<file path="src/rtl/scpad_body_req_queue.sv">
// Body-side request buffer for one scratchpad frontend port: in-order request FIFO,
// credit-limited SRAM read issue and an in-order response FIFO back to the frontend.
module scpad_body_req_queue #(
  parameter int          IDX       = 0,
  parameter int unsigned ADDR_W    = 12,
  parameter int unsigned DATA_W    = 32,
  parameter int unsigned DEPTH     = 4,
  parameter int unsigned RSP_DEPTH = 4
) (
  input  logic              clk,
  input  logic              n_rst,
  input  logic              fe_req_valid,
  input  logic              fe_req_write,
  input  logic [ADDR_W-1:0] fe_req_addr,
  input  logic [DATA_W-1:0] fe_req_wdata,
  output logic              fe_stall,
  output logic              sram_req_valid,
  input  logic              sram_req_ready,
  output logic              sram_req_write,
  output logic [ADDR_W-1:0] sram_req_addr,
  output logic [DATA_W-1:0] sram_req_wdata,
  input  logic              sram_rvalid,
  input  logic [DATA_W-1:0] sram_rdata,
  output logic              res_valid,
  input  logic              res_ready,
  output logic [DATA_W-1:0] res_rdata,
  output logic              busy,
  output logic              err
);

  localparam int unsigned PTR_W  = (DEPTH > 1) ? $clog2(DEPTH) : 1;
  localparam int unsigned CNT_W  = $clog2(DEPTH + 1);
  localparam int unsigned RPTR_W = (RSP_DEPTH > 1) ? $clog2(RSP_DEPTH) : 1;
  localparam int unsigned RCNT_W = $clog2(RSP_DEPTH + 1);
  localparam int unsigned SUM_W  = RCNT_W + 1;

  localparam logic [CNT_W-1:0] FULL_CNT  = CNT_W'(DEPTH);
  localparam logic [CNT_W-1:0] STALL_CNT = CNT_W'(DEPTH - 1);
  localparam logic [SUM_W-1:0] CREDITS   = SUM_W'(RSP_DEPTH);

  if (DEPTH < 2 || (DEPTH & (DEPTH - 1)) != 0 || RSP_DEPTH < 1 ||
      (RSP_DEPTH & (RSP_DEPTH - 1)) != 0 || IDX < 0) begin : g_param_check
    $error("scpad_body_req_queue: illegal parameter set");
  end

  logic              req_wr_q    [DEPTH];
  logic [ADDR_W-1:0] req_addr_q  [DEPTH];
  logic [DATA_W-1:0] req_wdata_q [DEPTH];
  logic [PTR_W-1:0]  req_wptr, req_rptr;
  logic [CNT_W-1:0]  req_count;

  logic [DATA_W-1:0] rsp_mem [RSP_DEPTH];
  logic [RPTR_W-1:0] rsp_wptr, rsp_rptr;
  logic [RCNT_W-1:0] rsp_count;
  logic [RCNT_W-1:0] outstanding;
  logic              err_q;

  logic req_push, req_drop, req_fire, rd_fire, has_credit;
  logic rsp_push, rsp_pop, stray_rvalid;

  function automatic logic [PTR_W-1:0] req_inc(input logic [PTR_W-1:0] p);
    return (p == PTR_W'(DEPTH - 1)) ? '0 : p + PTR_W'(1);
  endfunction

  function automatic logic [RPTR_W-1:0] rsp_inc(input logic [RPTR_W-1:0] p);
    return (p == RPTR_W'(RSP_DEPTH - 1)) ? '0 : p + RPTR_W'(1);
  endfunction

  // Credits come from registered state only; a slot freed this cycle is usable next cycle.
  assign has_credit     = (SUM_W'(outstanding) + SUM_W'(rsp_count)) < CREDITS;
  assign req_push       = fe_req_valid && (req_count != FULL_CNT);
  assign req_drop       = fe_req_valid && (req_count == FULL_CNT);
  assign sram_req_write = req_wr_q[req_rptr];
  assign sram_req_addr  = req_addr_q[req_rptr];
  assign sram_req_wdata = req_wdata_q[req_rptr];
  assign sram_req_valid = (req_count != '0) && (sram_req_write || has_credit);
  assign req_fire       = sram_req_valid && sram_req_ready;
  assign rd_fire        = req_fire && !sram_req_write;
  assign rsp_push       = sram_rvalid && (outstanding != '0);
  assign stray_rvalid   = sram_rvalid && (outstanding == '0);
  assign res_valid      = (rsp_count != '0);
  assign res_rdata      = rsp_mem[rsp_rptr];
  assign rsp_pop        = res_valid && res_ready;

  // Stall one entry early: the frontend latch may already hold a request.
  assign fe_stall = (req_count >= STALL_CNT);
  assign busy     = (req_count != '0) || (outstanding != '0) || (rsp_count != '0);
  assign err      = err_q;

  // Request FIFO.
  always_ff @(posedge clk or negedge n_rst) begin
    if (!n_rst) begin
      req_wptr  <= '0;
      req_rptr  <= '0;
      req_count <= '0;
      for (int unsigned i = 0; i < DEPTH; i++) begin
        req_wr_q[PTR_W'(i)]    <= 1'b0;
        req_addr_q[PTR_W'(i)]  <= '0;
        req_wdata_q[PTR_W'(i)] <= '0;
      end
    end else begin
      if (req_push) begin
        req_wr_q[req_wptr]    <= fe_req_write;
        req_addr_q[req_wptr]  <= fe_req_addr;
        req_wdata_q[req_wptr] <= fe_req_wdata;
        req_wptr              <= req_inc(req_wptr);
      end
      if (req_fire) begin
        req_rptr <= req_inc(req_rptr);
      end
      if (req_push && !req_fire) begin
        req_count <= req_count + CNT_W'(1);
      end else if (!req_push && req_fire) begin
        req_count <= req_count - CNT_W'(1);
      end
    end
  end

  // Outstanding-read tracking, response FIFO and sticky error.
  always_ff @(posedge clk or negedge n_rst) begin
    if (!n_rst) begin
      outstanding <= '0;
      rsp_wptr    <= '0;
      rsp_rptr    <= '0;
      rsp_count   <= '0;
      err_q       <= 1'b0;
      for (int unsigned i = 0; i < RSP_DEPTH; i++) begin
        rsp_mem[RPTR_W'(i)] <= '0;
      end
    end else begin
      if (rd_fire && !rsp_push) begin
        outstanding <= outstanding + RCNT_W'(1);
      end else if (!rd_fire && rsp_push) begin
        outstanding <= outstanding - RCNT_W'(1);
      end
      if (rsp_push) begin
        rsp_mem[rsp_wptr] <= sram_rdata;
        rsp_wptr          <= rsp_inc(rsp_wptr);
      end
      if (rsp_pop) begin
        rsp_rptr <= rsp_inc(rsp_rptr);
      end
      if (rsp_push && !rsp_pop) begin
        rsp_count <= rsp_count + RCNT_W'(1);
      end else if (!rsp_push && rsp_pop) begin
        rsp_count <= rsp_count - RCNT_W'(1);
      end
      if (req_drop || stray_rvalid) begin
        err_q <= 1'b1;
      end
    end
  end

endmodule

</file>
<file path="config.mk">
export PLATFORM = sky130hd
export DESIGN_NAME = scpad_body_req_queue
export DESIGN_NICKNAME = d
export VERILOG_FILES = /design/src/rtl/scpad_body_req_queue.sv
export SDC_FILE = /design/constraint.sdc
export NUM_CORES = 1
export LEC_CHECK = 0
export BUFFER_PORTS_ARGS = -buffer_cell sky130_fd_sc_hd__buf_2
export CORE_ASPECT_RATIO = 1.4
export CORE_MARGIN = 5
export CORE_UTILIZATION = 36
export DETAILED_ROUTE_END_ITERATION = 6
export PLACE_DENSITY = 0.65
export RECOVER_POWER = 100
export SLEW_MARGIN = 20
export SYNTH_ARGS = -nofsm -noshare
export SYNTH_HDL_FRONTEND = slang
export SYNTH_SLANG_ARGS = --single-unit
</file>
<file path="constraint.sdc">
create_clock -name clk -period 7.2 [get_ports clk]
set_input_delay 0.36 -clock clk [delete_from_list [all_inputs] [get_ports clk]]
set_output_delay 0.36 -clock clk [all_outputs]
set_load 0.05 [all_outputs]
</file>
# After elaboration in Yosys (flattened, before gate mapping)

Cells that the tools add are included.
W data, S select, Z words.

Output and inout bits: 82
Flip-flop bits (word level): 326
Bits of input ports: 83

Eq/ne operators: 6
Order comparisons: 8
Bitwise operators: 4
Mux-type cells: 34
Reduce and logical (&&, ||, !) cells: 33
Add/subtract/negate cells: 11

Operators by type and width:

| cell                  | number |
|---|---|
| $bwmux W128           | 2 |
| $mux W32              | 6 |
| $bmux W32 S2          | 2 |
| $demux W32 S2         | 2 |
| $bwmux W48            | 1 |
| $mux W12              | 3 |
| $bmux W12 S2          | 1 |
| $demux W12 S2         | 1 |
| $mux W3               | 6 |
| $logic_and A1 B1 Y1   | 16 |
| $ge A3 B3 Y1 const B  | 4 |
| $not A2 Y3            | 4 |
| $add A3 B1 Y3 const B | 3 |
| $reduce_bool A3 Y1    | 3 |
| $sub A3 B1 Y3 const B | 3 |
| $add A2 B1 Y2 const B | 4 |
| $eq A2 B2 Y1 const B  | 4 |
| $mux W2               | 4 |
| $logic_not A1 Y1      | 6 |
| $lt A3 B1 Y1 const B  | 2 |
| $reduce_bool A2 Y1    | 3 |
| $add A3 B3 Y4         | 1 |
| $bwmux W4             | 1 |
| $logic_or A1 B1 Y1    | 4 |
| other kinds (8)       | 10 |

# Depth between registers and ports, before layout

Gate-level depths: netlist of the first run.

Word-level depth: 12
Gate-level depth with buffers: 11

# Worst setup path before layout of the first run

Ideal clock, no wire load.

Kind: register to register
Start point: register req_rptr[0]
End point: register outstanding[2]
Period minus slack after synthesis: 2.494 ns
Setup time: 0.079 ns
Arrival: 2.415 ns
Required time: 7.121 ns
Buffers on the path: 0
Slack: 4.706 ns
Stages on the path, launching flop included: 9
Cells stage by stage: dfrtp_1 mux4_2 nor4b_1 ha_1 inv_1 fa_1 xor2_1 nor2_1 xor2_1

Word-level cells in the longest chain between the ends: 11

Ends and longest elaborated chain:

| item                                         | line | source |
|---|---|---|
| start: declaration                           | 49   | `logic [PTR_W-1:0] req_wptr, req_rptr;` |
| start signal: assignment                     | 109  | `req_rptr <= req_inc(req_rptr);` |
| $not A2 Y3 (not written as such) *           | 73   | `assign sram_req_write = req_wr_q[req_rptr];` |
| $bmux W1 S2 *                                | 73   |  |
| $mux W1 (not written as such) * (2 in a row) | 73   |  |
| named net sram_req_write                     | 19   | `output logic sram_req_write,` |
| $logic_or A1 B1 Y1                           | 76   | `assign sram_req_valid = (req_count != '0) && (sram_req_write \|\| has_credit);` |
| $logic_and A1 B1 Y1                          | 76   |  |
| $logic_and A1 B1 Y1                          | 77   | `assign req_fire = sram_req_valid && sram_req_ready;` |
| $logic_and A1 B1 Y1 *                        | 78   | `assign rd_fire = req_fire && !sram_req_write;` |
| $logic_not A1 Y1                             | 133  | `end else if (!rd_fire && rsp_push) begin` |
| $logic_and A1 B1 Y1                          | 133  |  |
| $reduce_bool A2 Y1 (no line)                 | -    |  |
| end signal: assignment                       | 132  | `outstanding <= outstanding + RCNT_W'(1);` |
| end signal: assignment                       | 134  | `outstanding <= outstanding - RCNT_W'(1);` |
| end: declaration                             | 55   | `logic [RCNT_W-1:0] outstanding;` |

Mark *: on every way through the listed nets, which the timed path passes. The rest lies on a longest branch. The select of a mux whose other input is x is not followed.
A chain may end at the register's enable or synchronous reset.

# Final worst setup path of the first run

Start point: register rsp_rptr[0]
End point: output port res_rdata[13]

Word-level cells in the longest chain between the ends: 4

Ends and longest elaborated chain:

| item                                        | line | source |
|---|---|---|
| start: declaration                          | 53   | `logic [RPTR_W-1:0] rsp_wptr, rsp_rptr;` |
| start signal: assignment                    | 141  | `rsp_rptr <= rsp_inc(rsp_rptr);` |
| $not A2 Y3 (not written as such)            | 82   | `assign res_rdata = rsp_mem[rsp_rptr];` |
| $bmux W32 S2                                | 82   |  |
| $mux W32 (not written as such) (2 in a row) | 82   |  |
| end: declaration                            | 26   | `output logic [DATA_W-1:0] res_rdata,` |

No other way between the ends. The select of a mux whose other input is x is not followed.

==> flow_summary_export.csv, run 1 <==
group,metric,value,unit
finish,layout.filler_cells,3631,
clock_tree,cts_root_buf,"sky130_fd_sc_hd__clkbuf_16",
clock_tree,cts.sink_count,326,
global_routing,grt_remaining_overflow,0,
sta,maxSlewViolCount,352,
detailed_routing,postRouteAntennaNets,0,
detailed_routing,drc_errors,0,
global_routing,antenna_violations_before_repair,3,
die,core_area,39500,sq um
synth,number_of_flops_mapped_to_enable_cells_by_yosys,0,
worst_setup_path,path_class,"register to output port",
synth,synth_top_cells_by_count,"sky130_fd_sc_hd__dfrtp_1, sky130_fd_sc_hd__mux2_2, sky130_fd_sc_hd__mux4_2",
clock_tree,postCtsSetupRepairBufs,0,
clock_tree,cts-hold-fix-buffers,1,
synth,synth_largest_type_area_fraction,56.7,%
sta,tns,0,ns
worst_setup_path,critical_path.slowest_cell,"sky130_fd_sc_hd__clkbuf_1",
clock_tree,worstSkewPairLatency,0.54,ns
detailed_routing,num_vias,7832,
synth,postSynthNetCount,943,
placed_design,dpl.cell_count,1498,
worst_setup_path,crit_fanout,35,
run_status,violations,"max-capacitance violations, max-slew violations",
global_routing,grt_pass1_wl,49000,um
finish,drive_gt1_share,50.2,%
worst_setup_path,path_buf_inv,2,
finish,areaGrowthSynthToFinish,16.1,%
worst_setup_path,path_common_cell,"sky130_fd_sc_hd__clkbuf_1",
sta,grt_setup_unrepaired,"no",
worst_setup_path,cp_cell_sequence,"clkbuf_1 -> mux4_2 -> clkbuf_1",
sta,setup_violations,0,
clock_tree,post_cts.resized_instances,0,
detailed_routing,route.detailed.wl_per_inst,19.2,um
die,io_pins,165,
worst_setup_path,crit_start,"rsp_rptr[0]$_DFFE_PN0P_",
worst_setup_path,critical_path.reg2reg.startpoint,"req_count[0]$_DFFE_PN0P_",
finish,finish.cell_count_without_fillers,1564,
sta,min_period,4.59,ns
detailed_routing,first_pass_iters,4,
worst_setup_path,worst_path_dominant_cell_family,"buffers and inverters",
sta,final_hold_viol_count,0,
synth,synthDistinctLibCells,28,
die,fp.dieW,179,um
synth,mean_instance_size_in_the_synthesized_netlist,17.1,sq um
worst_setup_path,startpoint_type,"register",
placed_design,placer_s_final_routability_congestion_estimate,0.709,
sta,fmax,0.218,GHz
detailed_routing,detail_route.wirelength,30000,um
sta,timing.final.crit_share,63.8,%
worst_setup_path,crit_path_end_kind,"output port",
synth,synth_flop_cell,"sky130_fd_sc_hd__dfrtp_1",
detailed_routing,detail_route.iter0.violations,248,
die,die-area,44100,sq um
synth,synth.ff_latch_count,326,
clock_tree,tritoncts,"yes",
synth,yosys-top-cells-area,"sky130_fd_sc_hd__dfrtp_1, sky130_fd_sc_hd__mux2_2, sky130_fd_sc_hd__mux4_2",
die,core.rowCount,86,
worst_setup_path,critical_path.max_stage_delay,2.20,ns
run_status,outcome,"finished with violations",
worst_setup_path,worst_ep_arrival_time,4.23,ns
clock_tree,htree_levels,2,
synth,synth.yosys.warnings,0,
worst_hold_path,timing.hold.worst.start,"sram_rvalid",
global_routing,grt_start_max_net_pins,136,
die,initial_utilization,36.4,%
worst_setup_path,critical_path_required,6.84,ns
detailed_routing,avgViaCountPerCell,5.01,
sta,clock-skew-final,0.0203,ns
sta,worstMarginPinSlew,3.13,ns
clock_tree,cts_made_buffers,37,
sta,maxSlewHeadroom,-109,%
synth,count_leader_synth,"sky130_fd_sc_hd__dfrtp_1",
finish,final_nets,1111,
global_routing,track_usage,14.0,%
worst_hold_path,worstHoldPathType,"input port to register",
synth,most_area_hungry_cell_type_in_the_yosys_netlist,"sky130_fd_sc_hd__dfrtp_1",
synth,synthCells,842,
die,die_height,247,um
synth,post_synthesis_async_set_or_reset_flop_share,100,%
global_routing,first_global_vias,8928,
clock_tree,ctsLongestPathBuffers,3,
clock_tree,worst_setup_hold_path_clk_slew,0.06,ns
synth,sequential_element_share_of_the_synthesized_area,56.7,%
placed_design,port-buffer-count,164,
synth,syn_area,14400,sq um
placed_design,dpl.hpwl,18300,um
run,drv_cap,9,
==> stage by stage <==
stage / setup slack, ns / utilization, % / cell area, sq um / hold WS, ns
after floorplan: 4.71 / - / 14400 / 0.0644
after detailed placement: 3.85 / 39.6 / 15600 / 0.462
after global routing: 2.12 / 42.3 / 16700 / 0.0486
after global placement: 3.85 / 39.6 / 15600 / 0.455
after CTS: 3.81 / 42.7 / 16900 / 0.0352
final: 2.61 / 42.3 / 16700 / 0.0711
==> final timing paths <==
kind	to	slack, ns	cells after the start
setup / recovery	res_rdata[13]	2.61	3
hold / removal	err$_DFFE_PN0P_	0.07	3
setup reg to reg	req_wdata_q[2]$_DFFE_PN0P_	3.19	4
hold reg to reg	err$_DFFE_PN0P_	0.47	2
max in group asynchronous	rsp_mem[93]$_DFFE_PN0P_	5.25	3
min in group asynchronous	req_wdata_q[18]$_DFFE_PN0P_	0.48	2
==> placed cells by master, fill, tap and decap left out, types with 4 or more instances in the layout <==
master	count
sky130_fd_sc_hd__dfrtp_1	323
sky130_fd_sc_hd__mux2_2	293
sky130_fd_sc_hd__clkbuf_1	91
sky130_fd_sc_hd__buf_2	81
sky130_fd_sc_hd__mux4_2	77
sky130_fd_sc_hd__clkbuf_16	37
sky130_fd_sc_hd__mux2_1	21
sky130_fd_sc_hd__ha_1	15
sky130_fd_sc_hd__nand2_1	14
sky130_fd_sc_hd__clkbuf_8	11
sky130_fd_sc_hd__inv_1	10
sky130_fd_sc_hd__nor2_1	7
sky130_fd_sc_hd__xor2_1	6
sky130_fd_sc_hd__nor3_1	5
sky130_fd_sc_hd__o21ai_0	4
sky130_fd_sc_hd__clkinv_2	4
sky130_fd_sc_hd__buf_4	4
==> flip-flops by register name (all words and copies together) (netlist names) <==
register / count
outstanding: 3
req_count: 3
req_wr_q: 4
req_rptr: 2
req_wptr: 2
rsp_wptr: 2
req_addr_q: 48
rsp_rptr: 2
req_wdata_q: 128
rsp_mem: 128
rsp_count: 3
err: 1
==> tightest hold or removal path, delay by kind of cell <==
family / cells / cell delay (ns)
compound gates: 1 / 0.06
buf+inv: 1 / 0.09
simple gates: 1 / 0.05
==> logic make-up after synthesis <==
kind of cell | share of synthesized area (%)
compound gates | 0.443
xor+xnor | 0.548
mux | 36.6
buf+inv | 2.70
flops | 56.7
fa+ha+maj | 1.72
simple gates | 1.27
==> layer usage <==
metal	up-vias	routed length (um)	global-route usage, %
li1	3465	-	-
met1	4144	12200	17.1
met2	168	14900	23.7
met3	51	2180	4.73
met4	4	683	3.84
met5	-	27	0
==> layout make-up <==
| class | instances | area, sq um | area share (%) |
|---|---|---|---|
| Sequential cell | 326 | 8160 | 48.9 |
| Multi-Input combinational cell | 460 | 5800 | 34.7 |
| Clock buffer | 52 | 1090 | 6.54 |
| Timing Repair Buffer | 175 | 807 | 4.83 |
| Tap cell | 528 | 661 | 3.95 |
| Clock inverter | 12 | 146 | 0.876 |
| Inverter | 10 | 37.5 | 0.225 |
| Antenna cell | 1 | 2.50 | 0.0150 |
Power of run 1 is left out: the tool's default activity adds up to more than one toggle a clock period on the data nets, which glitch-free logic cannot reach.
==> run 2: changes to the inputs <==
- clock period: 7.2 -> 4.5 ns (I/O delays scaled with it)
==> flow_summary_export.csv, run 2 (synthesis results as in run 1) <==
group,metric,value,unit
sta,tns,0,ns
global_routing,grt_remaining_overflow,0,
sta,grt_setup_unrepaired,"no",
worst_setup_path,path_buf_inv,2,
placed_design,port-buffer-count,164,
global_routing,grt_pass1_wl,50300,um
die,die-area,44100,sq um
worst_setup_path,worst_path_dominant_cell_family,"buffers and inverters",
sta,worstMarginPinSlew,2.77,ns
detailed_routing,num_vias,8075,
detailed_routing,detail_route.iter0.violations,233,
worst_setup_path,critical_path_required,4.28,ns
die,die_height,247,um
finish,final_nets,1190,
detailed_routing,first_pass_iters,4,
global_routing,grt_start_max_net_pins,110,
clock_tree,cts_made_buffers,36,
clock_tree,ctsLongestPathBuffers,3,
global_routing,antenna_violations_before_repair,4,
clock_tree,cts.sink_count,326,
worst_setup_path,worst_ep_arrival_time,3.25,ns
worst_setup_path,critical_path.max_stage_delay,1.03,ns
worst_setup_path,startpoint_type,"register",
clock_tree,cts_root_buf,"sky130_fd_sc_hd__clkbuf_16",
finish,areaGrowthSynthToFinish,22.0,%
detailed_routing,detail_route.wirelength,30500,um
placed_design,dpl.hpwl,18400,um
run,drv_cap,3,
clock_tree,worstSkewPairLatency,0.52,ns
die,core.rowCount,86,
finish,drive_gt1_share,49.4,%
worst_setup_path,crit_path_end_kind,"output port",
clock_tree,worst_setup_hold_path_clk_slew,0.05,ns
worst_setup_path,path_class,"register to output port",
die,core_area,39500,sq um
worst_hold_path,worstHoldPathType,"input port to register",
sta,timing.final.crit_share,77.3,%
detailed_routing,route.detailed.wl_per_inst,18.5,um
clock_tree,htree_levels,2,
clock_tree,tritoncts,"yes",
sta,setup_violations,0,
placed_design,placer_s_final_routability_congestion_estimate,0.698,
sta,fmax,0.287,GHz
worst_setup_path,cp_cell_sequence,"clkbuf_2 -> mux4_2 -> clkbuf_1",
sta,clock-skew-final,0.0163,ns
global_routing,track_usage,14.3,%
worst_setup_path,crit_fanout,19,
detailed_routing,postRouteAntennaNets,0,
sta,maxSlewViolCount,151,
finish,most-common-layout-cells,"sky130_fd_sc_hd__dfrtp_1, sky130_fd_sc_hd__mux2_2, sky130_fd_sc_hd__buf_2, sky130_fd_sc_hd__dlygate4sd3_1, sky130_fd_sc_hd__mux4_2",
detailed_routing,drc_errors,0,
run_status,violations,"max-capacitance violations, max-slew violations",
detailed_routing,avgViaCountPerCell,4.91,
global_routing,first_global_vias,9255,
die,io_pins,165,
worst_setup_path,critical_path.slowest_cell,"sky130_fd_sc_hd__dfrtp_1",
sta,maxSlewHeadroom,-84.6,%
die,initial_utilization,36.4,%
clock_tree,postCtsSetupRepairBufs,0,
die,fp.dieW,179,um
finish,largest_registers,"req_wdata_q: 128 flops, rsp_mem: 128 flops, req_addr_q: 48 flops",
finish,layout_commonest_cell,"sky130_fd_sc_hd__dfrtp_1",
sta,final_hold_viol_count,0,
sta,min_period,3.48,ns
run_status,outcome,"finished with violations",
[run 2: cell count changes in the layout (fill, tap and decap cells not counted), sizes merged]
cell         before  now
dlygate4sd3       1   80
clkbuf          139  115
buf              87  109
clkinv            6    8
clkinvlp          1    2
diode             1    2
inv              13   12
[run 2: cell type report]
| class | instances | area (sq um) |
|---|---|---|
| antenna | 2 | 5.00 |
| clock buffer | 49 | 1070 |
| clock inverter | 14 | 140 |
| fill | 3557 | 21900 |
| inverter | 10 | 37.5 |
| multi-input combinational | 460 | 5830 |
| sequential | 326 | 8160 |
| tap | 528 | 661 |
| timing repair buffer | 255 | 1640 |
[run 2: repair_timing]
item                                   CTS  global route
hold buffers                            80             0
gates resized for setup                  0             0
endpoints found under the hold margin  415             0
[run 2: routing by layer]
| metal | GRT usage (%) | vias to the layer above | wire [um] |
|---|---|---|---|
| li1 | - | 3623 | - |
| met1 | 17.5 | 4230 | 12400 |
| met2 | 24.2 | 173 | 15400 |
| met3 | 4.57 | 45 | 2180 |
| met4 | 3.82 | 4 | 535 |
| met5 | 0 | - | 21 |
[run 2: path summary, 6_finish.rpt]
path	end	slack, ns	from	cells past startpoint
setup / recovery	res_rdata[12]	1.02	rsp_rptr[0]$_DFFE_PN0P_	3
hold / removal	rsp_rptr[0]$_DFFE_PN0P_	0.12	res_ready	3
setup reg to reg	rsp_mem[15]$_DFFE_PN0P_	1.03	outstanding[0]$_DFFE_PN0P_	6
hold reg to reg	req_wdata_q[37]$_DFFE_PN0P_	0.48	req_wdata_q[37]$_DFFE_PN0P_	1
max in group asynchronous	rsp_mem[46]$_DFFE_PN0P_	1.57	n_rst	3
min in group asynchronous	req_wdata_q[50]$_DFFE_PN0P_	1.14	n_rst	2
[run 2: stage by stage]
step,utilization [%],instance area [sq um],cells,worst slack (ns),hold WS [ns]
floorplan,-,14400,842,2.01,-0.0706
global placement,39.6,15600,1499,2.04,0.342
detailed placement,39.6,15600,1499,2.04,0.350
CTS,44.7,17700,1642,1.56,0.0721
global route,44.4,17600,1643,0.742,0.125
finish,44.4,17600,1644,1.02,0.119
[run 2: worst min-delay path, cell delays in order]
cell                      delay [ns]
sky130_fd_sc_hd__buf_2          0.10
sky130_fd_sc_hd__nand2_1        0.14
sky130_fd_sc_hd__a21o_1         0.13
Power of run 2 is left out for the same reason.
==> run 3: changes to the inputs <==
- clock period: 4.5 -> 3.4 ns (I/O delays scaled with it)
==> flow_summary_export.csv, run 3 (synthesis results as in run 1) <==
group,metric,value,unit
worst_setup_path,critical_path_required,3.23,ns
clock_tree,worst_setup_hold_path_clk_slew,0.06,ns
global_routing,grt_start_max_net_pins,109,
worst_setup_path,path_buf_inv,2,
worst_setup_path,startpoint_type,"register",
die,core_area,39500,sq um
worst_setup_path,critical_path.max_stage_delay,0.94,ns
clock_tree,worstSkewPairLatency,0.52,ns
clock_tree,cts_root_buf,"sky130_fd_sc_hd__clkbuf_16",
worst_setup_path,critical_path.slowest_cell,"sky130_fd_sc_hd__dfrtp_1",
finish,drive_gt1_share,47.8,%
clock_tree,post_cts.resized_instances,0,
sta,fmax,0.341,GHz
sta,grt_setup_unrepaired,"no",
global_routing,antenna_violations_before_repair,3,
sta,final_hold_viol_count,0,
die,initial_utilization,36.4,%
global_routing,grt_pass1_wl,50400,um
worst_setup_path,path_class,"register to output port",
placed_design,port-buffer-count,164,
clock_tree,tritoncts,"yes",
placed_design,dpl.hpwl,18700,um
worst_hold_path,worstHoldPathType,"input port to register",
die,fp.dieW,179,um
finish,layout_commonest_cell,"sky130_fd_sc_hd__dfrtp_1",
sta,min_period,2.93,ns
global_routing,first_global_vias,9196,
die,die-area,44100,sq um
detailed_routing,avgViaCountPerCell,4.94,
run,drv_cap,1,
detailed_routing,drc_errors,0,
detailed_routing,detail_route.iter0.violations,312,
detailed_routing,route.detailed.wl_per_inst,18.6,um
sta,worstMarginPinSlew,2.52,ns
worst_setup_path,cp_cell_sequence,"buf_4 -> mux4_2 -> clkbuf_1",
finish,most-common-layout-cells,"sky130_fd_sc_hd__dfrtp_1, sky130_fd_sc_hd__mux2_2, sky130_fd_sc_hd__buf_2, sky130_fd_sc_hd__clkbuf_1, sky130_fd_sc_hd__dlygate4sd3_1",
sta,maxSlewViolCount,107,
finish,layout.core_utilization,44.3,%
die,core.rowCount,86,
detailed_routing,detail_route.wirelength,30600,um
sta,clock-skew-final,0.0189,ns
finish,largest_registers,"req_wdata_q: 128 flops, rsp_mem: 128 flops, req_addr_q: 48 flops",
sta,tns,0,ns
die,die_height,247,um
finish,final_nets,1193,
global_routing,track_usage,14.3,%
worst_setup_path,worst_path_dominant_cell_family,"flip-flops",
worst_setup_path,worst_ep_arrival_time,2.76,ns
placed_design,placer_s_final_routability_congestion_estimate,0.701,
detailed_routing,num_vias,8133,
detailed_routing,first_pass_iters,4,
global_routing,grt_remaining_overflow,0,
worst_setup_path,crit_fanout,15,
clock_tree,cts.sink_count,326,
clock_tree,postCtsSetupRepairBufs,0,
clock_tree,cts-hold-fix-buffers,80,
sta,setup_violations,0,
run_status,outcome,"finished with violations",
clock_tree,ctsLongestPathBuffers,3,
run_status,violations,"max-capacitance violations, max-slew violations",
die,io_pins,165,
finish,areaGrowthSynthToFinish,21.7,%
clock_tree,cts_made_buffers,35,
sta,timing.final.crit_share,86.3,%
worst_setup_path,crit_path_end_kind,"output port",
sta,maxSlewHeadroom,-67.7,%
detailed_routing,postRouteAntennaNets,0,
clock_tree,htree_levels,2,
## run 3: layer usage
layer	GRT usage (%)	share of wire, %	routed length (um)
met1	18.2	42	12700
met2	23.7	49	15000
met3	4.59	7.0	2130
met4	4.04	2.3	696
met5	0	0.088	27
## run 3: worst register-to-register path: stages (launching register included)
cell and delay, ns:
sky130_fd_sc_hd__dfrtp_1 0.44, sky130_fd_sc_hd__nor3_1 0.32, sky130_fd_sc_hd__nand2b_1 0.22, sky130_fd_sc_hd__inv_1 0.15
sky130_fd_sc_hd__nand2_1 0.09, sky130_fd_sc_hd__clkbuf_2 0.79, sky130_fd_sc_hd__mux2_2 0.45
## run 3: through the flow
step | worst slack (ns) | std cells | instance area (sq um) | hold slack, ns
2_1_floorplan | 0.906 | 842 | 14400 | -0.126
3_3_place_gp | 0.909 | 1503 | 15700 | 0.301
3_5_place_dp | 0.918 | 1503 | 15700 | 0.310
4_1_cts | 0.511 | 1644 | 17700 | 0.0124
5_1_grt | 0.247 | 1645 | 17500 | 0.0572
6_report | 0.467 | 1645 | 17500 | 0.0542
## run 3: layout make-up
cell class	instances	area, sq um
fill	3568	22000
clock buffer	52	1070
clock inverter	9	118
timing repair buffer	259	1640
multi-input combinational	460	5820
antenna	1	2.50
tap	528	661
sequential	326	8160
inverter	10	37.5
## run 3: path summary, 6_finish.rpt
path / cells after the start / endpoint / from / slack, ns
min reg2reg: 1 / rsp_mem[41]$_DFFE_PN0P_ / rsp_mem[41]$_DFFE_PN0P_ / 0.49
min in group asynchronous: 2 / req_wdata_q[18]$_DFFE_PN0P_ / n_rst / 0.99
max: 3 / res_rdata[6] / rsp_rptr[0]$_DFFE_PN0P_ / 0.47
min: 3 / rsp_rptr[0]$_DFFE_PN0P_ / res_ready / 0.05
max in group asynchronous: 3 / rsp_mem[105]$_DFFE_PN0P_ / n_rst / 0.80
max reg2reg: 6 / rsp_mem[57]$_DFFE_PN0P_ / outstanding[0]$_DFFE_PN0P_ / 0.82
Power of run 3 is left out for the same reason.
